$ cat config.mk
export PLATFORM = sky130hd
export DESIGN_NAME = video_timing
export DESIGN_NICKNAME = d
export VERILOG_FILES = /design/src/rtl/video_timing.sv
export SDC_FILE = /design/constraint.sdc
export NUM_CORES = 1
export LEC_CHECK = 0
export ABC_CLOCK_PERIOD_IN_PS = 4970
export CORE_MARGIN = 2
export CORE_UTILIZATION = 30
export DETAILED_ROUTE_END_ITERATION = 10
export GPL_ROUTABILITY_DRIVEN = 0
export SYNTH_ARGS = -nofsm -noshare
export SYNTH_HDL_FRONTEND = slang
export SYNTH_SLANG_ARGS = --single-unit
$ cat constraint.sdc
create_clock -name vClk -period 4.97 [get_ports vClk]
set_clock_uncertainty 0.1 [all_clocks]
set_input_delay 0.497 -clock vClk [delete_from_list [all_inputs] [get_ports vClk]]
set_output_delay 0.497 -clock vClk [all_outputs]
set_load 0.02 [all_outputs]
$ cat src/rtl/video_timing.sv
// Raster timing generator: signed pixel/line coordinates, visible window flag, frame start pulse
// and hsync/vsync delayed to line up with the scan-out pixel stream.
module video_timing #(
    parameter int H_VISIBLE  = 640,
    parameter int H_FRONT    = 16,
    parameter int H_SYNC     = 96,
    parameter int H_BACK     = 48,
    parameter int V_VISIBLE  = 480,
    parameter int V_FRONT    = 10,
    parameter int V_SYNC     = 2,
    parameter int V_BACK     = 33,
    parameter int Y_BORDER   = 48,
    parameter bit H_POL      = 1'b0,
    parameter bit V_POL      = 1'b0,
    parameter int SYNC_DELAY = 4
) (
    input  logic               vClk,
    input  logic               reset,
    output logic signed [12:0] x,
    output logic signed [12:0] y,
    output logic               visible,
    output logic               frameStart,
    output logic               hsync,
    output logic               vsync
);

    localparam int HS_I = -(H_SYNC + H_BACK);
    localparam int HE_I = H_VISIBLE + H_FRONT - 1;
    localparam int VS_I = -(V_SYNC + V_BACK + Y_BORDER);
    localparam int VE_I = V_VISIBLE - Y_BORDER + V_FRONT - 1;

    localparam logic signed [12:0] HS       = 13'(HS_I);
    localparam logic signed [12:0] HE       = 13'(HE_I);
    localparam logic signed [12:0] VS       = 13'(VS_I);
    localparam logic signed [12:0] VE       = 13'(VE_I);
    localparam logic signed [12:0] X_END    = 13'(H_VISIBLE);
    localparam logic signed [12:0] Y_TOP    = 13'(-Y_BORDER);
    localparam logic signed [12:0] Y_END    = 13'(V_VISIBLE - Y_BORDER);
    localparam logic signed [12:0] HSYNC_END = 13'(HS_I + H_SYNC);
    localparam logic signed [12:0] VSYNC_END = 13'(VS_I + V_SYNC);

    logic signed [12:0] x_q, x_d;
    logic signed [12:0] y_q, y_d;
    logic               visible_q, visible_d;
    logic               frame_start_q, frame_start_d;
    logic               hs_raw_q, hs_raw_d;
    logic               vs_raw_q, vs_raw_d;

    // Everything below is derived from the next coordinates so flags stay aligned with x/y.
    always_comb begin
        x_d = x_q + 13'sd1;
        y_d = y_q;
        if (x_q == HE) begin
            x_d = HS;
            y_d = (y_q == VE) ? VS : y_q + 13'sd1;
        end
        visible_d     = (x_d >= 13'sd0) && (x_d < X_END) && (y_d >= Y_TOP) && (y_d < Y_END);
        frame_start_d = (x_d == HS) && (y_d == VS);
        hs_raw_d      = ((x_d >= HS) && (x_d < HSYNC_END)) ? H_POL : ~H_POL;
        vs_raw_d      = ((y_d >= VS) && (y_d < VSYNC_END)) ? V_POL : ~V_POL;
    end

    always_ff @(posedge vClk or posedge reset) begin
        if (reset) begin
            x_q           <= HS;
            y_q           <= VS;
            visible_q     <= 1'b0;
            frame_start_q <= 1'b1;
            hs_raw_q      <= ~H_POL;
            vs_raw_q      <= ~V_POL;
        end else begin
            x_q           <= x_d;
            y_q           <= y_d;
            visible_q     <= visible_d;
            frame_start_q <= frame_start_d;
            hs_raw_q      <= hs_raw_d;
            vs_raw_q      <= vs_raw_d;
        end
    end

    assign x          = x_q;
    assign y          = y_q;
    assign visible    = visible_q;
    assign frameStart = frame_start_q;

    generate
        if (SYNC_DELAY == 0) begin : g_no_delay
            assign hsync = hs_raw_q;
            assign vsync = vs_raw_q;
        end else begin : g_delay
            logic [SYNC_DELAY-1:0] hs_pipe_q, hs_pipe_d;
            logic [SYNC_DELAY-1:0] vs_pipe_q, vs_pipe_d;

            always_comb begin
                hs_pipe_d    = hs_pipe_q;
                vs_pipe_d    = vs_pipe_q;
                hs_pipe_d[0] = hs_raw_q;
                vs_pipe_d[0] = vs_raw_q;
                for (int i = 1; i < SYNC_DELAY; i++) begin
                    hs_pipe_d[i] = hs_pipe_q[i-1];
                    vs_pipe_d[i] = vs_pipe_q[i-1];
                end
            end

            always_ff @(posedge vClk or posedge reset) begin
                if (reset) begin
                    hs_pipe_q <= {SYNC_DELAY{~H_POL}};
                    vs_pipe_q <= {SYNC_DELAY{~V_POL}};
                end else begin
                    hs_pipe_q <= hs_pipe_d;
                    vs_pipe_q <= vs_pipe_d;
                end
            end

            assign hsync = hs_pipe_q[SYNC_DELAY-1];
            assign vsync = vs_pipe_q[SYNC_DELAY-1];
        end
    endgenerate

endmodule

Yosys cells after proc, flatten, opt, wreduce, memory -nomap -nowiden

Cells that the tools add are included.

Logic and storage cells: 33
Register bits after elaboration: 38

Magnitude comparators: 8
Mux-type cells: 5
Add/subtract/negate cells: 2
Reduce and logical (&&, ||, !) cells: 6
Eq/ne operators: 4

Operators with widths:

| operator                                                                       | count |
|---|---|
| 13-bit 2-to-1 mux                                                              | 3 |
| 13-bit by 2-bit adder with 13-bit output, second input constant                | 2 |
| 13-bit by 10-bit == test with 1-bit output, second input constant              | 1 |
| 13-bit by 11-bit == test with 1-bit output, second input constant              | 1 |
| 13-bit by 8-bit == test with 1-bit output, second input constant               | 1 |
| 13-bit by 9-bit == test with 1-bit output, second input constant               | 1 |
| 13-bit by 1-bit >= comparator with 1-bit output, second input constant         | 1 |
| 13-bit by 7-bit >= comparator with 1-bit output, second input constant         | 1 |
| 13-bit by 8-bit >= comparator with 1-bit output, second input constant         | 1 |
| 13-bit by 9-bit >= comparator with 1-bit output, second input constant         | 1 |
| 13-bit by 10-bit less-than comparator with 1-bit output, second input constant | 1 |
| 13-bit by 11-bit less-than comparator with 1-bit output, second input constant | 1 |
| 13-bit by 7-bit less-than comparator with 1-bit output, second input constant  | 1 |
| 13-bit by 8-bit less-than comparator with 1-bit output, second input constant  | 1 |
| 1-bit logical AND                                                              | 6 |
| 1-bit 2-to-1 mux                                                               | 2 |

Logic depth before layout (Yosys ltp)

Gate-level depths: netlist of run 1.

Word-level depth: 6
Depth in mapped cells: 13
Gate-level depth less buffers: 11

Worst setup path after synthesis of run 1

OpenSTA, ideal clock, no wires.

Kind: reg-to-reg
Start: reg x_q[5] (netlist: x[5])
End: reg visible_q (netlist: visible)
Path buffers: 1
Cell stages (with the launch flop): 11
Required time: 4.803 ns
Clock period less this slack: 2.723 ns
Library setup time: 0.067 ns
Path slack: 2.247 ns
Data arrival time: 2.556 ns
Cell sequence: dfstp_2 buf_4 nand4_1 nor3_1 mux2i_1 nor2_1 a2111oi_0 ha_1 nand3_1 nor4_1 a32o_1

Word-level cells in the longest chain between the ends: 6
Elaborated cells between the ends (all ways): 11

RTL lines:

| what                                                                                                                              | line   | text |
|---|---|---|
| start: declaration                                                                                                                | 42     | `logic signed [12:0] x_q, x_d;` |
| start signal: assignment                                                                                                          | 65     | `x_q <= HS;` |
| start signal: assignment                                                                                                          | 72     | `x_q <= x_d;` |
| 13-bit by 2-bit adder with 13-bit output / 13-bit by 11-bit == test with 1-bit output (equally long branches)                     | 51, 53 |  |
| 13-bit 2-to-1 mux (*)                                                                                                             | 53     | `if (x_q == HE) begin` |
| named net x_d[10]                                                                                                                 | 42     |  |
| 13-bit by 1-bit >= comparator with 1-bit output / 13-bit by 11-bit less-than comparator with 1-bit output (equally long branches) | 57     | `visible_d = (x_d >= 13'sd0) && (x_d < X_END) && (y_d >= Y_TOP) && (y_d < Y_END);` |
| 1-bit logical AND (*) (3 in a row)                                                                                                | 57     |  |
| named net visible_d                                                                                                               | 44     | `logic visible_q, visible_d;` |
| end signal: assignment                                                                                                            | 74     | `visible_q <= visible_d;` |
| end: declaration                                                                                                                  | 44     |  |

The timed path passes the listed nets; every way through them passes the cells marked *.

Final worst setup path of run 1

Start: reg x_q[0] (netlist: x[0])
End: reg frame_start_q (netlist: frameStart)

Word-level cells in the longest chain between the ends: 4
Elaborated cells between the ends (all ways): 7

RTL lines:

| what                                                                                                          | line   | text |
|---|---|---|
| 13-bit by 2-bit adder with 13-bit output / 13-bit by 11-bit == test with 1-bit output (equally long branches) | 51, 53 |  |
| 13-bit 2-to-1 mux                                                                                             | 53     |  |
| 13-bit by 9-bit == test with 1-bit output / 13-bit by 8-bit == test with 1-bit output (equally long branches) | 58     | `frame_start_d = (x_d == HS) && (y_d == VS);` |
| 1-bit logical AND (*)                                                                                         | 58     |  |
| named net frame_start_d                                                                                       | 45     | `logic frame_start_q, frame_start_d;` |
| end signal: assignment                                                                                        | 75     | `frame_start_q <= frame_start_d;` |
| end: declaration                                                                                              | 45     |  |

Marks and branches as above.

==> summary.md, run 1 <==
| Metric | Value |
|---|---|
| Worst setup slack for register-to-register paths | 1.60 ns |
| Top achievable clock speed | 296 MHz |
| Combined global-route utilization of all metal layers | 13.3% |
| Worst setup SP type | flip-flop |
| CTS max path bufs | 2 |
| Worst setup path start | x[0]$_DFF_PP0_ |
| Final global-route overflow total | 0 |
| Unique cell type count in the Yosys netlist | 49 |
| Clock buffers created by TritonCTS | 5 |
| Levels on crit path | 7 |
| Multi-input combinational cell area | 947 µm² |
| Number of cells traversed by the worst register-to-register path | 7 |
| Synthesized Nets | 201 |
| Simple-gate area share of the yosys netlist | 26.3% |
| Root Driver | sky130_fd_sc_hd__clkbuf_8 |
| RSZ-0062 raised after global routing | no |
| Clock-pin slew reported for the worst setup and hold paths after clock tree synthesis | 0.07 ns |
| Top-level I/O count | 32 |
| PnR worst setup slack | 1.60 ns |
| Path category of the worst min-delay check | flip-flop to flip-flop |
| Post-Syn Area | 0.00201 mm² |
| Max-cap violation count | 0 |
| Sequential standard cell area | 987 µm² |
| Number of max-slew violations in the final report | 0 |
| Top post-synthesis cells by count | 29 x sky130_fd_sc_hd__dfstp_2, 15 x sky130_fd_sc_hd__nand2_1, 14 x sky130_fd_sc_hd__nand3_1, 11 x sky130_fd_sc_hd__nor2_1, 10 x sky130_fd_sc_hd__inv_1 |
| Cell taking the most area after synthesis | sky130_fd_sc_hd__dfstp_2 |
| Top-count cell post-synth | sky130_fd_sc_hd__dfstp_2 |
| Endpoint required time on the critical path | 5.10 ns |
| Syn Inst Count | 195 |
| Fraction of the mapped netlist area in adder cells | 2.49% |
| Core area | 0.00642 mm² |
| Detailed-route vias per instance | 5.31 |
| Startpoint of the lowest-slack register-to-register path | x[0]$_DFF_PP0_ |
| Share of Yosys cell area claimed by the top area cell type | 37.9% |
| Max-slew headroom at the worst pin | 45.8% |
| Worst-margin pin slew | 0.811 ns |
| Power density over the cells | 228 mW/mm² |
| Seq/Total Area, Yosys | 49.1% |
| Worst setup slack after placement | 1.65 ns |
| Drt pass-1 iters | 6 |
| Worst path cell trace | ha_1, and3_1, nand4_1, or4_4, a22o_1, nor4b_4, and4_1 |
| Routed wirelength normalized by instance count | 15.0 µm |
| NetSw | 0.116 mW |
| Sequential share of power | 54.6% |
| Period utilisation layout | 67.9% |
| Clock network power share | 44.1% |
| Total of cells resized after clock tree synthesis | 0 |
| Area fraction in compound gates after synthesis | 12.1% |
| Number of port buffers | 31 |
| Antenna Violating Nets Remaining | 0 |
| Status | finished, final reports clean |
| Total negative slack for setup checks | 0 ns |
| Number of global-route vias before repair | 1587 |
| DRC errors left | 0 |
| Slowest CP cell | sky130_fd_sc_hd__or4_4 |
| CTS HTree Levels | 2 |
| Maximum fanout along the worst path | 20 |
| Number of cells on the worst hold path | 0 |
| Average footprint of a synthesized cell | 10.3 µm² |
| Die H | 85.8 µm |
| Sinks on Clock Net | 38 |
| Dominant combinational cell family by area after synthesis | simple AND/OR/NAND/NOR gates |
| Number of warnings printed during yosys synthesis | 0 |
| CTS tree | built |
| Synth async-reset ratio | 100% |
| FF+latch count, synth | 38 |
| Net Sw Frac | 20.5% |
| Arrival time at the worst endpoint | 3.51 ns |
| Die boundary width | 85.8 µm |
| Fill cell instance count of the final layout | 616 |
| Starting Density | 31.3% |
| Drt total wl | 4570 µm |
| Die area | 0.00737 mm² |
| Number of standard-cell rows in the floorplan | 29 |
| Setup repair bufs after CTS | 0 |
| Buf+Inv Stages, Crit Path | 0 |
| XOR/XNOR Fraction of Synth Area | 5.23% |
| Quantity of hold-fixing buffers added after cts | 0 |
| Final-report setup violation count | 0 |
| Top delay family on crit path | simple AND/OR/NAND/NOR gates |
| Share of post-route cells with drive strength above 1 | 18.9% |
| Number of antenna violations at the first check in global routing | 0 |
| Leakage component of the power | 0.954 nW |
| Largest voltage drop on the vdd net | 0.0889 mV |
| Part of the power in combinational logic | 1.3% |
| Worst Min Path Start | g_delay.vs_pipe_q[0]$_DFF_PP1_ |
| Final hold violations | 0 |
| Number of DRC violations after detailed-routing iteration 0 | 163 |
| Post-synthesis mux area share | 0.996% |
| Wire length of the first global-routing pass | 7620 µm |
| Number of enable-type register cells in the synthesized netlist | 0 |
| Dpl hpwl | 3240 µm |
| Pin count of the biggest net entering global routing | 39 |
| Final period demand of the worst path | 3.37 ns |
| Primary FF master, synth | sky130_fd_sc_hd__dfstp_2 |
| Layout net count | 233 |
| Pint | 0.452 mW |
| Routed via count | 1619 |
| Highest cell delay on the worst timing path | 0.79 ns |
| Antenna diode instance count | 0 |
| Clk_lat worst skew | 0.29 ns |
| Final-layout worst hold slack | 0.257 ns |
| Area grow syn2layout | 24.2% |
| Nature of the critical path endpoint | flip-flop |
| Type of the worst setup path | flip-flop to flip-flop |
| Ranking of synthesized cells by area | sky130_fd_sc_hd__dfstp_2 38%, sky130_fd_sc_hd__dfrtp_1 11%, sky130_fd_sc_hd__nand3_1 3.5% |
[power groups by stage]
stage                     clock network, mW  logic (mW)  registers (mW)
after floorplan                           0     0.00435           0.315
after global placement                    0     0.00778           0.315
after detailed placement                  0     0.00773           0.315
after CTS                             0.259     0.00787           0.310
after global routing                  0.271     0.00881           0.310
final                                 0.250     0.00724           0.310
[area by class of cell]
| type | count | area share, % |
|---|---|---|
| well taps | 77 | 3.86 |
| repair buffers | 32 | 12.7 |
| flip-flops and latches | 38 | 39.5 |
| multi-input cells | 140 | 37.9 |
| inverters | 10 | 1.50 |
| clock buffers | 8 | 4.41 |
[cells by family after synthesis]
group | count (synthesis)
xor gates and xnor gates | 12
adders and majority gates | 4
buffers and inverters | 17
DFF | 38
muxes | 2
AOI/OAI and AO/OA | 35
and+or+nand+nor | 87
[final timing paths]
kind,to
min reg2reg,g_delay.vs_pipe_q[1]$_DFF_PP1_
max reg2reg,frameStart$_DFF_PP1_
min in group asynchronous,y[6]$_DFF_PP0_
max,frameStart$_DFF_PP1_
min,g_delay.vs_pipe_q[1]$_DFF_PP1_
max in group asynchronous,g_delay.vs_pipe_q[3]$_DFF_PP1_
[layout by cell type (no fill, tap or decap), types with 5 or more instances in the layout]
cell type	instances
sky130_fd_sc_hd__clkdlybuf4s50_1	31
sky130_fd_sc_hd__dfstp_2	29
sky130_fd_sc_hd__nand2_1	15
sky130_fd_sc_hd__nand3_1	14
sky130_fd_sc_hd__nor2_1	11
sky130_fd_sc_hd__inv_1	10
sky130_fd_sc_hd__nand4_1	9
sky130_fd_sc_hd__dfrtp_1	9
sky130_fd_sc_hd__xor2_1	8
sky130_fd_sc_hd__clkbuf_8	8
sky130_fd_sc_hd__nor3_1	6
sky130_fd_sc_hd__a21oi_1	6
sky130_fd_sc_hd__o21ai_0	6
sky130_fd_sc_hd__and4_1	5
[sequential cells by signal, indices dropped and copies added (netlist names)]
name and flops:
y 13, hs_raw_q 1, g_delay.hs_pipe_q 4, visible 1, vs_raw_q 1, x 13
frameStart 1, g_delay.vs_pipe_q 4
[per-layer routing]
| metal | global-route usage, % | share of wire (%) | wire length [µm] | vias to the layer above |
|---|---|---|---|---|
| met1 | 17.8 | 50 | 2300 | 781 |
| met2 | 19.6 | 44 | 2020 | 41 |
| li1 | - | - | - | 790 |
| met5 | 0 | 0 | 0 | - |
| met4 | 6.35 | 2.0 | 90 | 0 |
| met3 | 3.95 | 3.5 | 162 | 7 |
[metrics by stage]
step	cell area [µm²]	power, mW	util (%)	instances
global route	2500	0.591	38.9	305
finish	2500	0.568	38.9	305
CTS	2500	0.577	38.9	305
global placement	2390	0.323	37.2	297
detailed placement	2390	0.323	37.2	297
floorplan	2010	0.320	-	195
No activity file was read; power rests on OpenSTA's default activity.
==> run 2: changes to the inputs <==
- ABC_CLOCK_PERIOD_IN_PS: 4970 -> 2900
- clock period: 4.97 -> 2.9 ns (I/O delays scaled with it)
==> run 2 against run 1 <==
Cell area increased by 4.5%. Routed wire length increased by 2.5%. Clock power increased by 120%. Worst hold slack improved by 0.00059 ns. Sequential share of layout area decreased by 1.7 points. Non-clock buffer count increased by 9. Total power increased by 91%. Global-route usage about the same. Sequential power increased by 72%. Critical endpoint is now visible$_DFF_PP0_. Largest cell class unchanged.
==> summary.md, run 2 (synthesis results as in run 1) <==
| Metric | Value |
|---|---|
| Die area | 0.00737 mm² (unchanged) |
| Routed via count | 1678 (+3.6%) |
| Most common library cell in the layout ignoring fill and taps | sky130_fd_sc_hd__clkdlybuf4s50_1 |
| Total placed cells including tap cells | 305 (+2.7%) |
| Drt pass-1 iters | 6 (unchanged) |
| Worst setup slack after placement | 0.106 ns (-1.55 ns) |
| Maximum fanout along the worst path | 8 (-60%) |
| Total power | 1.09 mW (+91%) |
| Placed inst area | 0.00245 mm² (+2.5%) |
| Period utilisation layout | 94.4% (+27 points) |
| Power density over the cells | 417 mW/mm² (+83%) |
| DRC errors left | 0 (unchanged) |
| Final period demand of the worst path | 2.74 ns (-0.636 ns) |
| Final hold violations | 0 (unchanged) |
| Pin count of the biggest net entering global routing | 39 (unchanged) |
| Endpoint required time on the critical path | 2.98 ns (-2.12 ns) |
| Leakage component of the power | 1.01 nW (+5.8%) |
| Top-level I/O count | 32 (unchanged) |
| Arrival time at the worst endpoint | 2.82 ns (-0.69 ns) |
| Total negative slack for setup checks | 0 ns (unchanged) |
| Top achievable clock speed | 365 MHz (+23%) |
| Root Driver | sky130_fd_sc_hd__clkbuf_8 |
| CTS max path bufs | 2 (unchanged) |
| Highest cell delay on the worst timing path | 0.65 ns (-0.14 ns) |
| Non-filler instance count after layout | 314 (+3.0%) |
| Number of max-slew violations in the final report | 0 (unchanged) |
| Clock buffers created by TritonCTS | 5 (unchanged) |
| Wire length of the first global-routing pass | 7710 µm (+1.1%) |
| Final global-route overflow total | 0 (unchanged) |
| Die H | 85.8 µm (unchanged) |
| Clk_lat worst skew | 0.29 ns (about the same) |
| Final instance area | 0.00261 mm² (+4.5%) |
| Layout net count | 242 (+3.9%) |
| Worst setup SP type | flip-flop |
| Amount of wire on met2 after detailed routing | 2130 µm (+5.6%) |
| Number of DRC violations after detailed-routing iteration 0 | 95 (-42%) |
| Status | finished, final reports clean |
| Combined global-route utilization of all metal layers | 13.3% (+0.045 points) |
| Number of port buffers | 31 (unchanged) |
| Max-cap violation count | 0 (unchanged) |
| Detailed-route vias per instance | 5.34 (+0.67%) |
| PnR worst setup slack | 0.161 ns (-1.43 ns) |
| Final-report setup violation count | 0 (unchanged) |
| Worst-margin pin slew | 0.479 ns (-0.332 ns) |
| Type of the worst setup path | flip-flop to flip-flop |
| Dpl hpwl | 3400 µm (+4.9%) |
| CTS HTree Levels | 2 (unchanged) |
| Worst path cell trace | nand4_1, buf_4, nor4_1, nor3_1, a21oi_1, inv_1, ha_1, and3_1, a32o_1 |
| Nature of the critical path endpoint | flip-flop |
| Path category of the worst min-delay check | flip-flop to flip-flop |
| Largest voltage drop on the vdd net | 0.266 mV (+200%) |
| Number of antenna violations at the first check in global routing | 0 (unchanged) |
| Met1 Routed Length | 2330 µm (+1.3%) |
| Top metal layer carrying routed signals | met4 |
| RSZ-0062 raised after global routing | yes |
| Slowest CP cell | sky130_fd_sc_hd__dfstp_2 |
| Antenna diode instance count | 0 (unchanged) |
| Share of post-route cells with drive strength above 1 | 23.2% (+4.3 points) |
| Die boundary width | 85.8 µm (unchanged) |
| Sinks on Clock Net | 38 (unchanged) |
| Most frequent cells in the layout | 31 x sky130_fd_sc_hd__clkdlybuf4s50_1, 29 x sky130_fd_sc_hd__dfstp_2, 15 x sky130_fd_sc_hd__nand2_1 |
| Fill cell instance count of the final layout | 600 (-2.6%) |
| Drt total wl | 4690 µm (+2.5%) |
| Sum of met3 wire segment lengths after detailed routing | 163 µm (+0.62%) |
| CTS tree | built |
| Core area | 0.00642 mm² (unchanged) |
| Number of standard-cell rows in the floorplan | 29 (unchanged) |
| Clock-pin slew reported for the worst setup and hold paths after clock tree synthesis | 0.08 ns (about the same) |
| Area grow syn2layout | 29.8% |
| Starting Density | 31.3% (unchanged) |
| Routed wirelength normalized by instance count | 14.9 µm (-0.40%) |
| Number of global-route vias before repair | 1602 (+0.95%) |
| Antenna Violating Nets Remaining | 0 (unchanged) |
| Max-slew headroom at the worst pin | 68.1% (+22 points) |
==> run 2: report_power, final <==
part / internal (mW) / total (mW) / switching (mW)
Sequential: 0.532 / 0.532 / 0
Clock: 0.345 / 0.543 / 0.199
Combinational: 0.00216 / 0.0123 / 0.0101
==> run 2: layer usage <==
metal  vias to the layer above  track usage [%]
li1                        808                -
met1                       831             19.1
met2                        32             19.5
met3                         7             2.79
met4                         0             5.77
met5                         -                0
==> run 2: area by class of cell <==
class | instances | area (µm²) | share of cell area (%)
sequential | 38 | 987 | 37.9
multi-input combinational | 140 | 963 | 36.9
timing repair buffer | 41 | 385 | 14.8
clock buffer | 5 | 68.8 | 2.64
tap | 77 | 96.3 | 3.69
clock inverter | 3 | 68.8 | 2.64
inverter | 10 | 37.5 | 1.44
==> run 2: path summary, 6_finish.rpt <==
check	start	to	slack (ns)	cells after the start
setup reg to reg	x[5]$_DFF_PP1_	visible$_DFF_PP0_	0.16	9
setup / recovery	x[5]$_DFF_PP1_	visible$_DFF_PP0_	0.16	9
hold reg to reg	g_delay.vs_pipe_q[2]$_DFF_PP1_	g_delay.vs_pipe_q[3]$_DFF_PP1_	0.26	0
max in group asynchronous	reset	y[0]$_DFF_PP1_	2.03	3
hold / removal	g_delay.vs_pipe_q[2]$_DFF_PP1_	g_delay.vs_pipe_q[3]$_DFF_PP1_	0.26	0
min in group asynchronous	reset	x[7]$_DFF_PP0_	0.32	3
==> run 2: timing repair <==
item / 4_1_cts / 5_1_grt
hold buffers: 0 / 0
endpoints found under the hold margin: 0 / 0
setup buffers: 0 / 1
endpoints found under the setup margin: 0 / 3
gates resized for setup: 0 / 4
==> run 2: metrics by stage <==
step | util [%] | hold WS (ns)
2_1_floorplan | - | 0.245
3_3_place_gp | 38.1 | 0.246
3_5_place_dp | 38.1 | 0.248
4_1_cts | 40.2 | 0.258
5_1_grt | 40.6 | 0.264
6_report | 40.6 | 0.257
==> run 2: worst max-delay path, delay by kind of cell, from the launching register on <==
kind            cells  cell delay (ns)
simple gates        4             0.76
buf+inv             2             0.28
compound gates      2             0.60
flops               1             0.65
fa+ha+maj           1             0.23
==> run 3: changes to the inputs <==
- ABC_AREA: unset -> 1
- SETUP_SLACK_MARGIN: unset -> 0.4
==> run 3 against run 2 <==
Cell area up 14%. Setup slack better by 0.45 ns. Non-clock buffer count down 9. Utilization down 2.1 points. Cell count up 48%. Clock power up 3%. Fmax up 19%. Clock-buffer cell count up 1. Critical path type unchanged. Largest cell class is now multi-input gates.
==> summary.md, run 3 <==
| Metric | Value |
|---|---|
| Status | finished, final reports clean |
| Wire length of the first global-routing pass | 9850 µm (+28%) |
| Number of antenna violations at the first check in global routing | 0 (unchanged) |
| Endpoint required time on the critical path | 3.02 ns (+0.04 ns) |
| Number of global-route vias before repair | 2055 (+28%) |
| Largest voltage drop on the vdd net | 0.240 mV (-9.8%) |
| Total power | 1.11 mW (+1.6%) |
| CTS HTree Levels | 2 (unchanged) |
| Clk_lat worst skew | 0.29 ns (about the same) |
| Leakage component of the power | 1.27 nW (+26%) |
| Quantity of hold-fixing buffers added after cts | 0 (unchanged) |
| Post-Syn Area | 0.00239 mm² (+19%) |
| Maximum fanout along the worst path | 5 (-3) |
| CTS tree | built |
| Sequential standard cell area | 987 µm² (unchanged) |
| Primary FF master, synth | sky130_fd_sc_hd__dfstp_2 |
| Starting Density | 31.0% (-0.30 points) |
| Die boundary width | 93.3 µm (+8.7%) |
| Area grow syn2layout | 24.3% |
| Final period demand of the worst path | 2.29 ns (-0.446 ns) |
| Number of warnings printed during yosys synthesis | 0 (unchanged) |
| Antenna Violating Nets Remaining | 0 (unchanged) |
| Clock buffers created by TritonCTS | 5 (unchanged) |
| Setup repair bufs after CTS | 0 (unchanged) |
| Root Driver | sky130_fd_sc_hd__clkbuf_8 |
| Antenna diode instance count | 0 (unchanged) |
| Syn Inst Count | 324 (+66%) |
| Arrival time at the worst endpoint | 2.41 ns (-0.41 ns) |
| Unique cell type count in the Yosys netlist | 28 (-43%) |
| Detailed-route vias per instance | 4.60 (-14%) |
| Period utilisation layout | 79.1% (-15 points) |
| Number of max-slew violations in the final report | 0 (unchanged) |
| Total of cells resized after clock tree synthesis | 0 (unchanged) |
| Clock network power share | 50.8% (+0.8 points) |
| Clock-pin slew reported for the worst setup and hold paths after clock tree synthesis | 0.08 ns (about the same) |
| Sinks on Clock Net | 38 (unchanged) |
| Number of standard-cell rows in the floorplan | 32 (+10%) |
| Drt total wl | 5740 µm (+23%) |
| Path category of the worst min-delay check | flip-flop to flip-flop |
| Top post-synthesis cells by count | 88 x sky130_fd_sc_hd__nand2_1, 53 x sky130_fd_sc_hd__nor2_1, 34 x sky130_fd_sc_hd__inv_1, 33 x sky130_fd_sc_hd__nand3_1, 29 x sky130_fd_sc_hd__dfstp_2 |
| Multi-input combinational cell area | 0.00123 mm² (+28%) |
| Layout net count | 367 (+52%) |
| Cell taking the most area after synthesis | sky130_fd_sc_hd__dfstp_2 |
| Routed wirelength normalized by instance count | 12.4 µm (-17%) |
| Sequential share of power | 48.1% (-0.8 points) |
| Share of Yosys cell area claimed by the top area cell type | 31.8% (-6.1 points) |
| Worst Min Path Start | vs_raw_q$_DFF_PP1_ |
| Total placed cells including tap cells | 456 (+50%) |
| Number of port buffers | 31 (unchanged) |
| Worst setup SP type | flip-flop |
| Die area | 0.00871 mm² (+18%) |
| NetSw | 0.204 mW (-2.2%) |
| Number of enable-type register cells in the synthesized netlist | 0 (unchanged) |
| Ranking of synthesized cells by area | sky130_fd_sc_hd__dfstp_2 32%, sky130_fd_sc_hd__nand2_1 14%, sky130_fd_sc_hd__dfrtp_1 9.4% |
| Net Sw Frac | 18.5% (-0.72 points) |
| Dpl hpwl | 4380 µm (+29%) |
| Top achievable clock speed | 436 MHz (+19%) |
| Worst-margin pin slew | 0.477 ns (-0.00148 ns) |
| Max-slew headroom at the worst pin | 68.2% (+0.099 points) |
| Type of the worst setup path | flip-flop to flip-flop |
| Seq/Total Area, Yosys | 41.2% (-7.9 points) |
| Number of DRC violations after detailed-routing iteration 0 | 130 (+37%) |
| Final global-route overflow total | 0 (unchanged) |
| Top-count cell post-synth | sky130_fd_sc_hd__nand2_1 |
| Non-filler instance count after layout | 464 (+48%) |
| Nature of the critical path endpoint | flip-flop |
| Synthesized Nets | 330 (+64%) |
| CTS max path bufs | 2 (unchanged) |
| Combined global-route utilization of all metal layers | 14.3% (+1.0 points) |
| RSZ-0062 raised after global routing | no |
| Final hold violations | 0 (unchanged) |
| Part of the power in combinational logic | 1.1% (about the same) |
| Average footprint of a synthesized cell | 7.39 µm² (-28%) |
| Startpoint of the lowest-slack register-to-register path | x[0]$_DFF_PP0_ |
| Fill cell instance count of the final layout | 772 (+29%) |
| Drt pass-1 iters | 5 (-1) |
| Final-report setup violation count | 0 (unchanged) |
| Most common library cell in the layout ignoring fill and taps | sky130_fd_sc_hd__nand2_1 |
| Pint | 0.901 mW (+2.5%) |
| Total negative slack for setup checks | 0 ns (unchanged) |
| Worst setup path start | x[0]$_DFF_PP0_ |
| Die H | 93.3 µm (+8.7%) |
| Synth async-reset ratio | 100% (unchanged) |
| Power density over the cells | 371 mW/mm² (-11%) |
| Max-cap violation count | 0 (unchanged) |
| Core area | 0.00773 mm² (+20%) |
| Routed via count | 2134 (+27%) |
| Share of post-route cells with drive strength above 1 | 22.4% (-0.83 points) |
| Pin count of the biggest net entering global routing | 39 (unchanged) |
| DRC errors left | 0 (unchanged) |
| Top-level I/O count | 32 (unchanged) |
| Most frequent cells in the layout | 88 x sky130_fd_sc_hd__nand2_1, 53 x sky130_fd_sc_hd__nor2_1, 34 x sky130_fd_sc_hd__inv_1 |
| FF+latch count, synth | 38 (unchanged) |
[run 3: final timing paths]
| check | slack, ns | endpoint | cells past startpoint |
|---|---|---|---|
| setup / recovery | 0.61 | visible$_DFF_PP0_ | 12 |
| hold / removal | 0.25 | g_delay.vs_pipe_q[0]$_DFF_PP1_ | 0 |
| setup reg to reg | 0.61 | visible$_DFF_PP0_ | 12 |
| hold reg to reg | 0.25 | g_delay.vs_pipe_q[0]$_DFF_PP1_ | 0 |
| max in group asynchronous | 2.03 | y[10]$_DFF_PP1_ | 3 |
| min in group asynchronous | 0.30 | y[1]$_DFF_PP0_ | 3 |
[run 3: power groups by stage]
stage	Combinational, mW	Clock, mW	Sequential, mW
floorplan	0.00745	0	0.540
global placement	0.0133	0	0.540
detailed placement	0.0133	0	0.540
CTS	0.0133	0.578	0.532
global route	0.0151	0.598	0.532
finish	0.0122	0.561	0.532
[run 3: cell type report]
| class | instances | area share [%] |
|---|---|---|
| multi-input cells | 238 | 41.3 |
| well taps | 102 | 4.29 |
| clock inverters | 2 | 2.02 |
| inverters | 46 | 5.80 |
| repair buffers | 32 | 10.7 |
| flip-flops and latches | 38 | 33.2 |
| clock buffers | 6 | 2.77 |
[run 3: critical path, cell delays in order, from the launching register on]
cell and delay (ns):
sky130_fd_sc_hd__dfrtp_1 0.40, sky130_fd_sc_hd__ha_1 0.24, sky130_fd_sc_hd__nand3_2 0.16, sky130_fd_sc_hd__nor2_2 0.17, sky130_fd_sc_hd__nand3_2 0.13, sky130_fd_sc_hd__o21ai_1 0.19, sky130_fd_sc_hd__nand3_2 0.15, sky130_fd_sc_hd__clkinv_1 0.10
sky130_fd_sc_hd__nand2_1 0.05, sky130_fd_sc_hd__a211oi_1 0.20, sky130_fd_sc_hd__ha_1 0.19, sky130_fd_sc_hd__nand2_1 0.05, sky130_fd_sc_hd__nor2_1 0.09
[run 3: cells by family after synthesis]
family	Yosys count	synth area share (%)
AO/OA/AOI/OAI	10	2.51
XOR/XNOR	7	2.87
adder cells (fa/ha/maj)	4	2.09
buffers and inverters	48	7.89
flip-flops	38	41.2
AND/OR/NAND/NOR	217	43.4
[run 3: per-layer routing]
metal / track usage [%] / wire length [µm]
met1: 20.0 / 2850
met5: 0 / 0
met4: 5.39 / 89
met2: 22.4 / 2590
met3: 2.18 / 220
[run 3: through the flow]
stage,cell area [µm²],hold WS [ns],setup slack [ns],utilization [%]
2_1_floorplan,2390,0.245,0.766,-
3_3_place_gp,2820,0.247,0.658,36.5
3_5_place_dp,2820,0.247,0.598,36.5
4_1_cts,2970,0.256,0.542,38.4
5_1_grt,2980,0.260,0.405,38.5
6_report,2980,0.253,0.607,38.5
